$ cat config.mk
export PLATFORM = sky130hd
export DESIGN_NAME = dsi_lane_seq_flat
export DESIGN_NICKNAME = d
export VERILOG_FILES = /design/src/rtl/dsi_lane_if.sv /design/src/rtl/dsi_lane_seq.sv /design/src/flat_wrapper.sv
export SDC_FILE = /design/constraint.sdc
export NUM_CORES = 1
export LEC_CHECK = 0
export ABC_AREA = 1
export ABC_CLOCK_PERIOD_IN_PS = 3470
export BUFFER_PORTS_ARGS = -buffer_cell sky130_fd_sc_hd__buf_2
export CORE_MARGIN = 3
export CORE_UTILIZATION = 40
export DETAILED_ROUTE_END_ITERATION = 10
export SKIP_CTS_REPAIR_TIMING = 1
export SYNTH_ARGS = -nofsm -noshare
export SYNTH_HDL_FRONTEND = slang
export SYNTH_SLANG_ARGS = --single-unit
$ cat constraint.sdc
create_clock -name byte_clk -period 3.47 [get_ports byte_clk]
set_clock_uncertainty 0.15 [all_clocks]
set_input_delay 0.694 -clock byte_clk [delete_from_list [all_inputs] [get_ports byte_clk]]
set_output_delay 0.694 -clock byte_clk [all_outputs]
set_load 0.01 [all_outputs]
$ cat src/rtl/dsi_lane_if.sv
`default_nettype none
// ============================================================================
// Module   : dsi_lane_if
// Brief    : Payload request/handshake bundle feeding one DSI lane sequencer.
//            master = byte source, slave = lane sequencer.
// Revision : 1.0 - initial release
// ============================================================================
interface dsi_lane_if;
  logic       tx_req;    // level request to start a burst
  logic [7:0] tx_data;   // payload byte, bit 0 transmitted first
  logic       tx_valid;  // tx_data valid
  logic       tx_last;   // final payload byte, qualified by tx_valid
  logic       tx_ready;  // sequencer is in DATA and can take a byte

  modport master (output tx_req, tx_data, tx_valid, tx_last, input tx_ready);
  modport slave  (input tx_req, tx_data, tx_valid, tx_last, output tx_ready);
endinterface
`default_nettype wire

$ cat src/rtl/dsi_lane_seq.sv
`default_nettype none
// ============================================================================
// Module   : dsi_lane_seq
// Brief    : Single DSI data-lane sequencer (byte_clk domain). Runs LP-11 ->
//            LP-01 -> LP-00 -> HS-0 -> sync -> payload -> trail -> LP-11,
//            driving LP levels, HS enable, serializer reset and HS bytes.
//            Optional: define DSI_LANE_BYTECNT_EN to add hs_byte_cnt[15:0].
// Revision : 1.0 - initial release
// ============================================================================
module dsi_lane_seq #(
  parameter int CW           = 8,
  parameter int T_LPX        = 2,
  parameter int T_HS_PREPARE = 3,
  parameter int T_HS_ZERO    = 6,
  parameter int T_HS_TRAIL   = 4,
  parameter int T_HS_EXIT    = 5
) (
  input  wire logic  byte_clk,
  input  wire logic  rst_n,
  dsi_lane_if.slave  tx,
  output logic [7:0] hs_data,
  output logic       hs_oe,
  output logic       ser_rst,
  output logic       lp_p,
  output logic       lp_n,
  output logic       busy,
  output logic       done,
  output logic       underrun
`ifdef DSI_LANE_BYTECNT_EN
  ,
  output logic [15:0] hs_byte_cnt
`endif
);

  localparam logic [7:0]    c_sync_byte  = 8'hB8;
  localparam logic [CW-1:0] c_lpx_load   = CW'(T_LPX - 1);
  localparam logic [CW-1:0] c_prep_load  = CW'(T_HS_PREPARE - 1);
  localparam logic [CW-1:0] c_zero_load  = CW'(T_HS_ZERO - 1);
  localparam logic [CW-1:0] c_trail_load = CW'(T_HS_TRAIL - 1);
  localparam logic [CW-1:0] c_exit_load  = CW'(T_HS_EXIT - 1);

  typedef enum logic [2:0] {
    S_IDLE  = 3'd0,
    S_LPX   = 3'd1,
    S_PREP  = 3'd2,
    S_ZERO  = 3'd3,
    S_SYNC  = 3'd4,
    S_DATA  = 3'd5,
    S_TRAIL = 3'd6,
    S_EXIT  = 3'd7
  } state_t;

  state_t        r_state;
  state_t        w_state_nxt;
  logic [CW-1:0] r_timer;
  logic [CW-1:0] w_timer_load;
  logic [7:0]    r_last_byte;
  logic [7:0]    w_trail_byte;
  logic          w_accept;
  logic          w_lp_p;
  logic          w_lp_n;
  logic          w_hs_oe;
  logic          w_ser_rst;
  logic [7:0]    w_hs_data;
  logic          r_tx_ready;

  assign tx.tx_ready  = r_tx_ready;
  // Trail is the complement of the last bit sent, held for the whole trail.
  assign w_trail_byte = {8{~r_last_byte[7]}};

  // Timed phases must last at least one cycle and fit in the timer.
  always_ff @(posedge byte_clk) begin
    assert (T_LPX >= 1 && T_HS_PREPARE >= 1 && T_HS_ZERO >= 1 &&
            T_HS_TRAIL >= 1 && T_HS_EXIT >= 1 &&
            T_LPX < (1 << CW) && T_HS_PREPARE < (1 << CW) &&
            T_HS_ZERO < (1 << CW) && T_HS_TRAIL < (1 << CW) &&
            T_HS_EXIT < (1 << CW))
      else $error("dsi_lane_seq: timing parameter outside 1..2^CW-1");
  end

  // State register.
  always_ff @(posedge byte_clk or negedge rst_n) begin
    if (!rst_n) r_state <= S_IDLE;
    else        r_state <= w_state_nxt;
  end

  // Next state, timer reload value and the lane levels this state produces.
  always_comb begin
    w_state_nxt  = r_state;
    w_timer_load = '0;
    w_accept     = 1'b0;
    w_lp_p       = 1'b1;
    w_lp_n       = 1'b1;
    w_hs_oe      = 1'b0;
    w_ser_rst    = 1'b1;
    w_hs_data    = 8'h00;
    case (r_state)
      S_IDLE: if (tx.tx_req) w_state_nxt = S_LPX;
      S_LPX: begin
        w_lp_p = 1'b0;
        if (r_timer == '0) w_state_nxt = S_PREP;
      end
      S_PREP: begin
        w_lp_p = 1'b0;
        w_lp_n = 1'b0;
        if (r_timer == '0) w_state_nxt = S_ZERO;
      end
      S_ZERO: begin
        {w_lp_p, w_lp_n, w_hs_oe, w_ser_rst} = 4'b0010;
        if (r_timer == '0) w_state_nxt = S_SYNC;
      end
      S_SYNC: begin
        {w_lp_p, w_lp_n, w_hs_oe, w_ser_rst} = 4'b0010;
        w_hs_data   = c_sync_byte;
        w_state_nxt = S_DATA;
      end
      S_DATA: begin
        {w_lp_p, w_lp_n, w_hs_oe, w_ser_rst} = 4'b0010;
        if (tx.tx_valid) begin
          w_accept  = 1'b1;
          w_hs_data = tx.tx_data;
          if (tx.tx_last) w_state_nxt = S_TRAIL;
        end else begin
          // Source ran dry: the stall cycle already carries the trail byte.
          w_hs_data   = w_trail_byte;
          w_state_nxt = S_TRAIL;
        end
      end
      S_TRAIL: begin
        {w_lp_p, w_lp_n, w_hs_oe, w_ser_rst} = 4'b0010;
        w_hs_data = w_trail_byte;
        if (r_timer == '0) w_state_nxt = S_EXIT;
      end
      S_EXIT: if (r_timer == '0) w_state_nxt = S_IDLE;
      default: w_state_nxt = S_IDLE;
    endcase
    case (w_state_nxt)
      S_LPX:   w_timer_load = c_lpx_load;
      S_PREP:  w_timer_load = c_prep_load;
      S_ZERO:  w_timer_load = c_zero_load;
      S_TRAIL: w_timer_load = c_trail_load;
      S_EXIT:  w_timer_load = c_exit_load;
      default: w_timer_load = '0;
    endcase
  end

  // Phase timer: reload on every state change, count down to zero otherwise.
  always_ff @(posedge byte_clk or negedge rst_n) begin
    if (!rst_n)                       r_timer <= '0;
    else if (w_state_nxt != r_state)  r_timer <= w_timer_load;
    else if (r_timer != '0)           r_timer <= r_timer - CW'(1);
  end

  // Last byte handed to the serializer; seeded with sync so an empty burst trails correctly.
  always_ff @(posedge byte_clk or negedge rst_n) begin
    if (!rst_n)                                        r_last_byte <= c_sync_byte;
    else if (w_state_nxt == S_SYNC && r_state != S_SYNC) r_last_byte <= c_sync_byte;
    else if (w_accept)                                 r_last_byte <= tx.tx_data;
  end

  // Lane outputs: one register stage behind the state that selected them.
  always_ff @(posedge byte_clk or negedge rst_n) begin
    if (!rst_n) begin
      lp_p    <= 1'b1;
      lp_n    <= 1'b1;
      hs_oe   <= 1'b0;
      ser_rst <= 1'b1;
      hs_data <= 8'h00;
    end else begin
      lp_p    <= w_lp_p;
      lp_n    <= w_lp_n;
      hs_oe   <= w_hs_oe;
      ser_rst <= w_ser_rst;
      hs_data <= w_hs_data;
    end
  end

  // Control/status outputs aligned with the state they describe.
  always_ff @(posedge byte_clk or negedge rst_n) begin
    if (!rst_n) begin
      r_tx_ready <= 1'b0;
      busy       <= 1'b0;
      done       <= 1'b0;
      underrun   <= 1'b0;
    end else begin
      r_tx_ready <= (w_state_nxt == S_DATA);
      busy       <= (w_state_nxt != S_IDLE);
      done       <= (r_state == S_EXIT) && (w_state_nxt == S_IDLE);
      underrun   <= (r_state == S_DATA) && !tx.tx_valid;
    end
  end

`ifdef DSI_LANE_BYTECNT_EN
  // Payload byte counter: cleared on sync entry, held after the burst.
  always_ff @(posedge byte_clk or negedge rst_n) begin
    if (!rst_n)                                        hs_byte_cnt <= 16'h0000;
    else if (w_state_nxt == S_SYNC && r_state != S_SYNC) hs_byte_cnt <= 16'h0000;
    else if (w_accept)                                 hs_byte_cnt <= hs_byte_cnt + 16'h0001;
  end
`else
`endif

endmodule
`default_nettype wire

$ cat src/flat_wrapper.sv
// flat-port wrapper written by rule: the top's interface ports become plain ports
module dsi_lane_seq_flat 
#(
  parameter int CW           = 8,
  parameter int T_LPX        = 2,
  parameter int T_HS_PREPARE = 3,
  parameter int T_HS_ZERO    = 6,
  parameter int T_HS_TRAIL   = 4,
  parameter int T_HS_EXIT    = 5
)
  (byte_clk, rst_n, hs_data, hs_oe, ser_rst, lp_p, lp_n, busy, done, underrun, tx_tx_req, tx_tx_data, tx_tx_valid, tx_tx_last, tx_tx_ready);
  dsi_lane_if tx_i ();
  input  wire logic byte_clk;
  input  wire logic rst_n;
  output logic [7:0] hs_data;
  output logic hs_oe;
  output logic ser_rst;
  output logic lp_p;
  output logic lp_n;
  output logic busy;
  output logic done;
  output logic underrun;
  input wire logic [$bits(tx_i.tx_req)-1:0] tx_tx_req;
  input wire logic [$bits(tx_i.tx_data)-1:0] tx_tx_data;
  input wire logic [$bits(tx_i.tx_valid)-1:0] tx_tx_valid;
  input wire logic [$bits(tx_i.tx_last)-1:0] tx_tx_last;
  output wire logic [$bits(tx_i.tx_ready)-1:0] tx_tx_ready;
  assign tx_i.tx_req = tx_tx_req;
  assign tx_i.tx_data = tx_tx_data;
  assign tx_i.tx_valid = tx_tx_valid;
  assign tx_i.tx_last = tx_tx_last;
  assign tx_tx_ready = tx_i.tx_ready;
  dsi_lane_seq #(.CW(CW), .T_LPX(T_LPX), .T_HS_PREPARE(T_HS_PREPARE), .T_HS_ZERO(T_HS_ZERO), .T_HS_TRAIL(T_HS_TRAIL), .T_HS_EXIT(T_HS_EXIT)) u_core (.byte_clk(byte_clk), .rst_n(rst_n), .tx(tx_i), .hs_data(hs_data), .hs_oe(hs_oe), .ser_rst(ser_rst), .lp_p(lp_p), .lp_n(lp_n), .busy(busy), .done(done), .underrun(underrun));
endmodule
==> qor.txt, run 1 <==
outcome = finished clean
Synth Register Bits = 28
vias in the first global route = 1039
final critical-path required period = 1.94 ns
IO Pins = 29
Synth Warn # = 0
critical path's largest stage delay = 0.41 ns
Antenna Cells = 0
post-placement cell count = 222
Seq/Total Area, Yosys = 0.520
clock group share of total power = 0.133
reported max-cap violation count = 0
total track usage = 0.132
crit share post-route = 0.558
Sw Pwr = 0.000735 W
count of final hold-check violations = 0
CP arrival = 2.04 ns
clock latency on the worst-skew pair = 0.34 ns
CORE AREA = 0.00315 sq mm
cell count after synthesis = 152
Num CTS Buffers = 3
Regs by FF count = u_core.hs_data x8, u_core.r_timer x8, u_core.r_state x3
sw frac = 0.451
Startpoint Class = flip-flop
DRC Markers = 0
clk sinks = 28
Core Rows = 20
htree depth = 1
Slew @ Worst Pin = 0.593 ns
DR vias/cell = 4.73
Initial DRC Count = 45
die area = 0.00413 sq mm
Logic pwr share = 0.517
share of cells above drive strength 1 = 0.302
antenna viol nets, final = 0
synthesized net count = 167
Avg Cell Area, Syn = 8.92 sq um
unrepaired setup endpoints after global routing = no
worst-path maximum fanout = 8
Crit path max-delay family = simple AND/OR/NAND/NOR gates
setup TNS = 0 ns
CTS clock-pin slew for the worst setup and hold paths = 0.16 ns
Vias = 1069
worst hold-check path type = in -> async
Final setup viols = 0
Power Dens Cells = 1030 mW/mm^2
nets@finish = 198
wirelength, routed = 2450 um
Buffers on Ports = 28
gr ovfl total = 0
Lkg Pwr = 0.873 nW
drt wl/cell = 10.8 um
Critical path buffers and inverters = 3
final slew viol count = 0
Max-slew headroom = 0.605
detailed placer's ending HPWL = 1840 um
Die Ht = 64.2 um
Max Freq = 0.517 GHz
global-route wire length before repair = 4350 um
Clock Tree Buf Depth = 2
CTS tree = built
Placer Congestion = 0.822
CP Cell Sequence = inv_1 -> ha_1 -> nand2_2 -> nor2_8 -> inv_2 -> nand2_1 -> nand2_1 -> nand2_2 -> nand2_1 -> nand2_4 -> o21ai_1 -> nand2_1 -> inv_1
synth unique cells = 30
initial antenna violation count = 0
Reg power frac = 0.350
root buffer cell = clkbuf_4
Cell Area, Synth = 0.00136 sq mm
First-pass DRT Iterations = 4
Die Wd = 64.2 um
CP most frequent cell = nand2_1
Worst Path Required = 3.58 ns
pin count of the biggest net entering global routing = 29
Critical-path top delay cell = dfrtp_1
Initial Util = 0.430
Int Power = 0.000896 W
Worst VDD drop = 0.537 mV
crit end category = flip-flop
Non-Filler Instances = 226
area delta synth->final = 17.1%
Setup Crit Path Kind = reg -> reg
==> worst paths after layout <==
kind	start	to	slack (ns)	depth (start not counted)
max	u_core.r_timer[0]	u_core.r_timer[2]	1.53	13
max in group asynchronous	rst_n	u_core.r_timer[6]	2.59	1
min	rst_n	u_core.r_state[2]	0.18	1
min reg2reg	u_core.r_timer[0]	u_core.r_timer[0]	0.42	3
max reg2reg	u_core.r_timer[0]	u_core.r_timer[2]	1.53	13
min in group byte_clk	tx_tx_valid	u_core.underrun	0.37	2
==> stage by stage <==
stage / hold WS, ns / cell area (sq um) / utilization / setup WS [ns] / total power [W]
2_1_floorplan: 0.248 / 1360 / - / 1.73 / 0.00125
3_3_place_gp: 0.399 / 1540 / 0.487 / 1.55 / 0.00142
3_5_place_dp: 0.403 / 1540 / 0.487 / 1.53 / 0.00143
4_1_cts: 0.207 / 1590 / 0.504 / 1.54 / 0.00165
5_1_grt: 0.217 / 1590 / 0.504 / 1.38 / 0.00180
6_report: 0.179 / 1590 / 0.504 / 1.53 / 0.00163
==> layout make-up <==
cell class	count	area [sq um]
clock buffers	3	22.5
multi-input cells	105	568
fillers	306	1570
flip-flops and latches	28	706
inverters	17	66.3
repair buffers	28	140
clock inverters	1	30.0
well taps	44	55.1
==> layout by cell type (no fill, tap or decap), drive strengths merged <==
| master | Yosys | layout |
|---|---|---|
| xnor2 | 3 | 3 |
| nand3 | 9 | 9 |
| bufinv | 0 | 1 |
| nand2 | 40 | 40 |
| nand4 | 2 | 2 |
| clkbuf | 0 | 3 |
| a31oi | 1 | 1 |
| nor3 | 4 | 4 |
| inv | 17 | 17 |
| nor2 | 20 | 20 |
| or2 | 3 | 3 |
| a21oi | 5 | 5 |
| dfrtp | 24 | 24 |
| nor3b | 1 | 1 |
| xor2 | 1 | 1 |
| buf | 2 | 28 |
| dfstp | 4 | 4 |
| ha | 2 | 2 |
| o21ai | 14 | 14 |
==> power groups by stage <==
| stage | Clock (W) | Combinational, W | Sequential, W |
|---|---|---|---|
| after global placement | 0 | 0.000840 | 0.000578 |
| after global routing | 0.000240 | 0.000967 | 0.000592 |
| final | 0.000217 | 0.000843 | 0.000571 |
| after detailed placement | 0 | 0.000852 | 0.000578 |
| after CTS | 0.000223 | 0.000855 | 0.000572 |
| after floorplan | 0 | 0.000669 | 0.000579 |
==> metal layers <==
metal  track usage  share of wire  vias to the layer above
li1              -              -                      542
met1         0.167           0.46                      501
met2         0.217           0.47                       24
met3        0.0422          0.064                        2
met4        0.0369         0.0069                        0
met5             0              0                        -
==> cells in the mapped netlist, drive strengths merged <==
library cell  number  area [sq um]
inv               17          66.3
dfrtp             24           601
dfstp              4           105
a21oi              5          28.8
nor3               4          20.0
nor2              20           106
xnor2              3          26.3
a31oi              1          6.26
ha                 2          25.0
nand3              9          50.1
o21ai             14          77.6
nand4              2          12.5
nand2             40           180
buf                2          16.3
or2                3          18.8
xor2               1          8.76
nor3b              1          7.51
==> worst reg2reg max path: cells and delay by family, from the launching register on <==
family	cells	cell delay, ns
adders and majority gates	1	0.18
DFF	1	0.41
buffers and inverters	3	0.25
and+or+nand+nor	8	0.81
AOI/OAI and AO/OA	1	0.06
==> cells by family (layout without fill, tap and decap cells) <==
logic type      after synthesis  in the layout  share of synthesized area
xor+xnor                      4              4                     0.0258
buf+inv                      19             49                     0.0609
compound gates               20             20                     0.0830
flops                        28             28                      0.520
simple gates                 79             79                      0.292
fa+ha+maj                     2              2                     0.0184
No activity file was read; power rests on OpenSTA's default activity.
==> inputs of run 2 (changes only) <==
--- a/config.mk
+++ b/config.mk
@@ -6,7 +6,7 @@
 export NUM_CORES = 1
 export LEC_CHECK = 0
 export ABC_AREA = 1
-export ABC_CLOCK_PERIOD_IN_PS = 3470
+export ABC_CLOCK_PERIOD_IN_PS = 1570
 export BUFFER_PORTS_ARGS = -buffer_cell sky130_fd_sc_hd__buf_2
 export CORE_MARGIN = 3
 export CORE_UTILIZATION = 40
==> constraint.sdc (replaced) <==
create_clock -name byte_clk -period 1.57 [get_ports byte_clk]
set_clock_uncertainty 0.15 [all_clocks]
set_input_delay 0.314 -clock byte_clk [delete_from_list [all_inputs] [get_ports byte_clk]]
set_output_delay 0.314 -clock byte_clk [all_outputs]
set_load 0.01 [all_outputs]
==> run 2 against run 1 <==
Compared with the run above:
- the flow now finishes with violations (setup timing)
- sequential share of layout area decreased by 9.1 points
- maximum frequency increased by 10%
- global-route usage increased by 1.9 points
- clock power rose by 120%
- final cell count grew 16%
- sequential power is 120% higher
- count of clock-buffer cells in the layout is the same
- total power grew to 2.9 times the previous value
- cell area is 26% higher
- critical endpoint is now u_core.r_timer[0]
- largest power group unchanged
==> qor.txt, run 2 (synthesis gave the netlist of run 1 again) <==
outcome = finished, violations left
violated checks = setup timing
initial antenna violation count = 0 (unchanged)
reported max-cap violation count = 0 (unchanged)
Worst Path Required = 1.70 ns (-1.88 ns)
crit share post-route = 1.12 (+0.562)
Setup Crit Path Kind = reg -> reg
Antenna Cells = 0 (unchanged)
CTS tree = built
Initial Util = 0.430 (unchanged)
Final setup viols = 9 (+9)
root buffer cell = clkbuf_4
vias in the first global route = 1202 (+16%)
DR vias/cell = 4.58 (-3.3%)
hold depth = 3
total track usage = 0.151 (+0.0190)
Power Dens Cells = 2360 mW/mm^2 (+130%)
highest metal used = met4
gr ovfl total = 0 (unchanged)
Buffers on Ports = 28 (unchanged)
reg2reg path depth = 14 (+1)
drt wl/cell = 11.5 um (+5.9%)
final worst-path setup slack = -0.189 ns (-1.72 ns)
worst-path maximum fanout = 6 (-2)
Num CTS Buffers = 3 (unchanged)
Placer Congestion = 0.866 (+5.3%)
die area = 0.00413 sq mm (unchanged)
Core Rows = 20 (unchanged)
worst setup path endpoint = u_core.r_timer[0]
crit end category = flip-flop
Worst VDD drop = 1.22 mV (+130%)
leading cell type in the layout, fill and taps excluded = buf_4
nets@finish = 234 (+18%)
met1 WL = 1260 um (+12%)
pin count of the biggest net entering global routing = 29 (unchanged)
antenna viol nets, final = 0 (unchanged)
Slew @ Worst Pin = 0.608 ns (+0.0153 ns)
Die Ht = 64.2 um (unchanged)
met2 routed WL = 1570 um (+37%)
Startpoint Class = flip-flop
CORE AREA = 0.00315 sq mm (unchanged)
worst slack at placement = -0.159 ns (-1.69 ns)
Clock Tree Buf Depth = 2 (unchanged)
CP startpoint = u_core.r_timer[0]
most frequent cells in the layout = buf_4, nand2_1, buf_2
clk sinks = 28 (unchanged)
unrepaired setup endpoints after global routing = yes
R2R Path Start = u_core.r_timer[0]
Die Wd = 64.2 um (unchanged)
Fillers = 283 (-7.5%)
met3 WL = 116 um (-26%)
Max-slew headroom = 0.595 (-0.0102)
reg-to-reg endpoint = u_core.r_timer[0]
area post-placement = 0.00181 sq mm (+18%)
Final Instance Area = 0.00200 sq mm (+26%)
detailed placer's ending HPWL = 2270 um (+23%)
clock latency on the worst-skew pair = 0.33 ns (about the same)
worst hold-check path type = in -> reg
DRC Markers = 0 (unchanged)
final slew viol count = 0 (unchanged)
CTS clock-pin slew for the worst setup and hold paths = 0.15 ns (about the same)
IO Pins = 29 (unchanged)
global-route wire length before repair = 4910 um (+13%)
wirelength, routed = 3010 um (+23%)
Lkg Pwr = 1.06 nW (+22%)
htree depth = 1 (unchanged)
reg2reg setup slack = -0.19 ns (-1.72 ns)
Vias = 1199 (+12%)
count of final hold-check violations = 0 (unchanged)
Initial DRC Count = 30 (-33%)
First-pass DRT Iterations = 4 (unchanged)
Regs by FF count = u_core.hs_data x8, u_core.r_timer x8, u_core.r_state x3
CP arrival = 1.89 ns (-0.15 ns)
share of cells above drive strength 1 = 0.505 (+0.202)
Max Freq = 0.569 GHz (+10%)
final critical-path required period = 1.76 ns (-0.177 ns)
area delta synth->final = 47.6%
[run 2: changes by cell type in the layout (fill, tap and decap cells not counted), sizes merged]
cell,previous run,this run
dlygate4sd3,0,2
buf,28,62
[run 2: per-layer routing]
layer	global-route usage	vias up
met1	0.162	555
met4	0.0712	0
met2	0.284	23
met3	0.0264	6
met5	0	-
li1	-	615
[run 2: how the worst min path moves through the flow]
| stage | endpoint | from | slack [ns] |
|---|---|---|---|
| final | u_core.hs_data[2] | tx_tx_data[2] | 0.04 |
| after global routing | u_core.hs_data[6] | tx_tx_data[6] | 0.02 |
| after CTS | u_core.done | rst_n | -0.16 |
| after detailed placement | u_core.done | rst_n | 0.21 |
| after global placement | u_core.done | rst_n | 0.20 |
| after floorplan | u_core.busy | rst_n | -0.13 |
[run 2: layout make-up]
cell class,instances,area [sq um],share of cell area
Tap cell,44,55.1,0.0275
Inverter,17,71.3,0.0356
Timing Repair Buffer,64,419,0.209
Multi-Input combinational cell,105,696,0.347
Clock buffer,3,22.5,0.0113
Sequential cell,28,708,0.354
Clock inverter,1,30.0,0.0150
[run 2: per-stage QoR]
step	TNS, ns	cells	util	total power (W)	hold slack (ns)
after floorplan	-0.470	152	-	0.00287	-0.132
after global placement	-0.683	254	0.573	0.00386	0.202
after detailed placement	-1.18	254	0.573	0.00392	0.210
after CTS	-1.78	258	0.590	0.00440	-0.161
after global routing	-2.17	262	0.635	0.00511	0.0202
final	-1.25	262	0.635	0.00473	0.0373
[run 2: worst max-delay path: stages (launching register included)]
cell	delay (ns)
dfrtp_1	0.42
inv_2	0.09
ha_4	0.14
nand2_4	0.07
nor2_8	0.14
inv_4	0.07
nand2_2	0.06
nand2_2	0.07
nand2_4	0.07
nand2_4	0.07
nand2_4	0.08
nand2_4	0.07
inv_6	0.09
nand3_2	0.06
nand2_1	0.06
[run 2: power breakdown]
part / internal, W / total [W] / leakage, nW / switching, W
Sequential: 0.00104 / 0.00123 / 0.347 / 0.000185
Clock: 0.000258 / 0.000469 / 0.0279 / 0.000211
Combinational: 0.00137 / 0.00303 / 0.689 / 0.00166
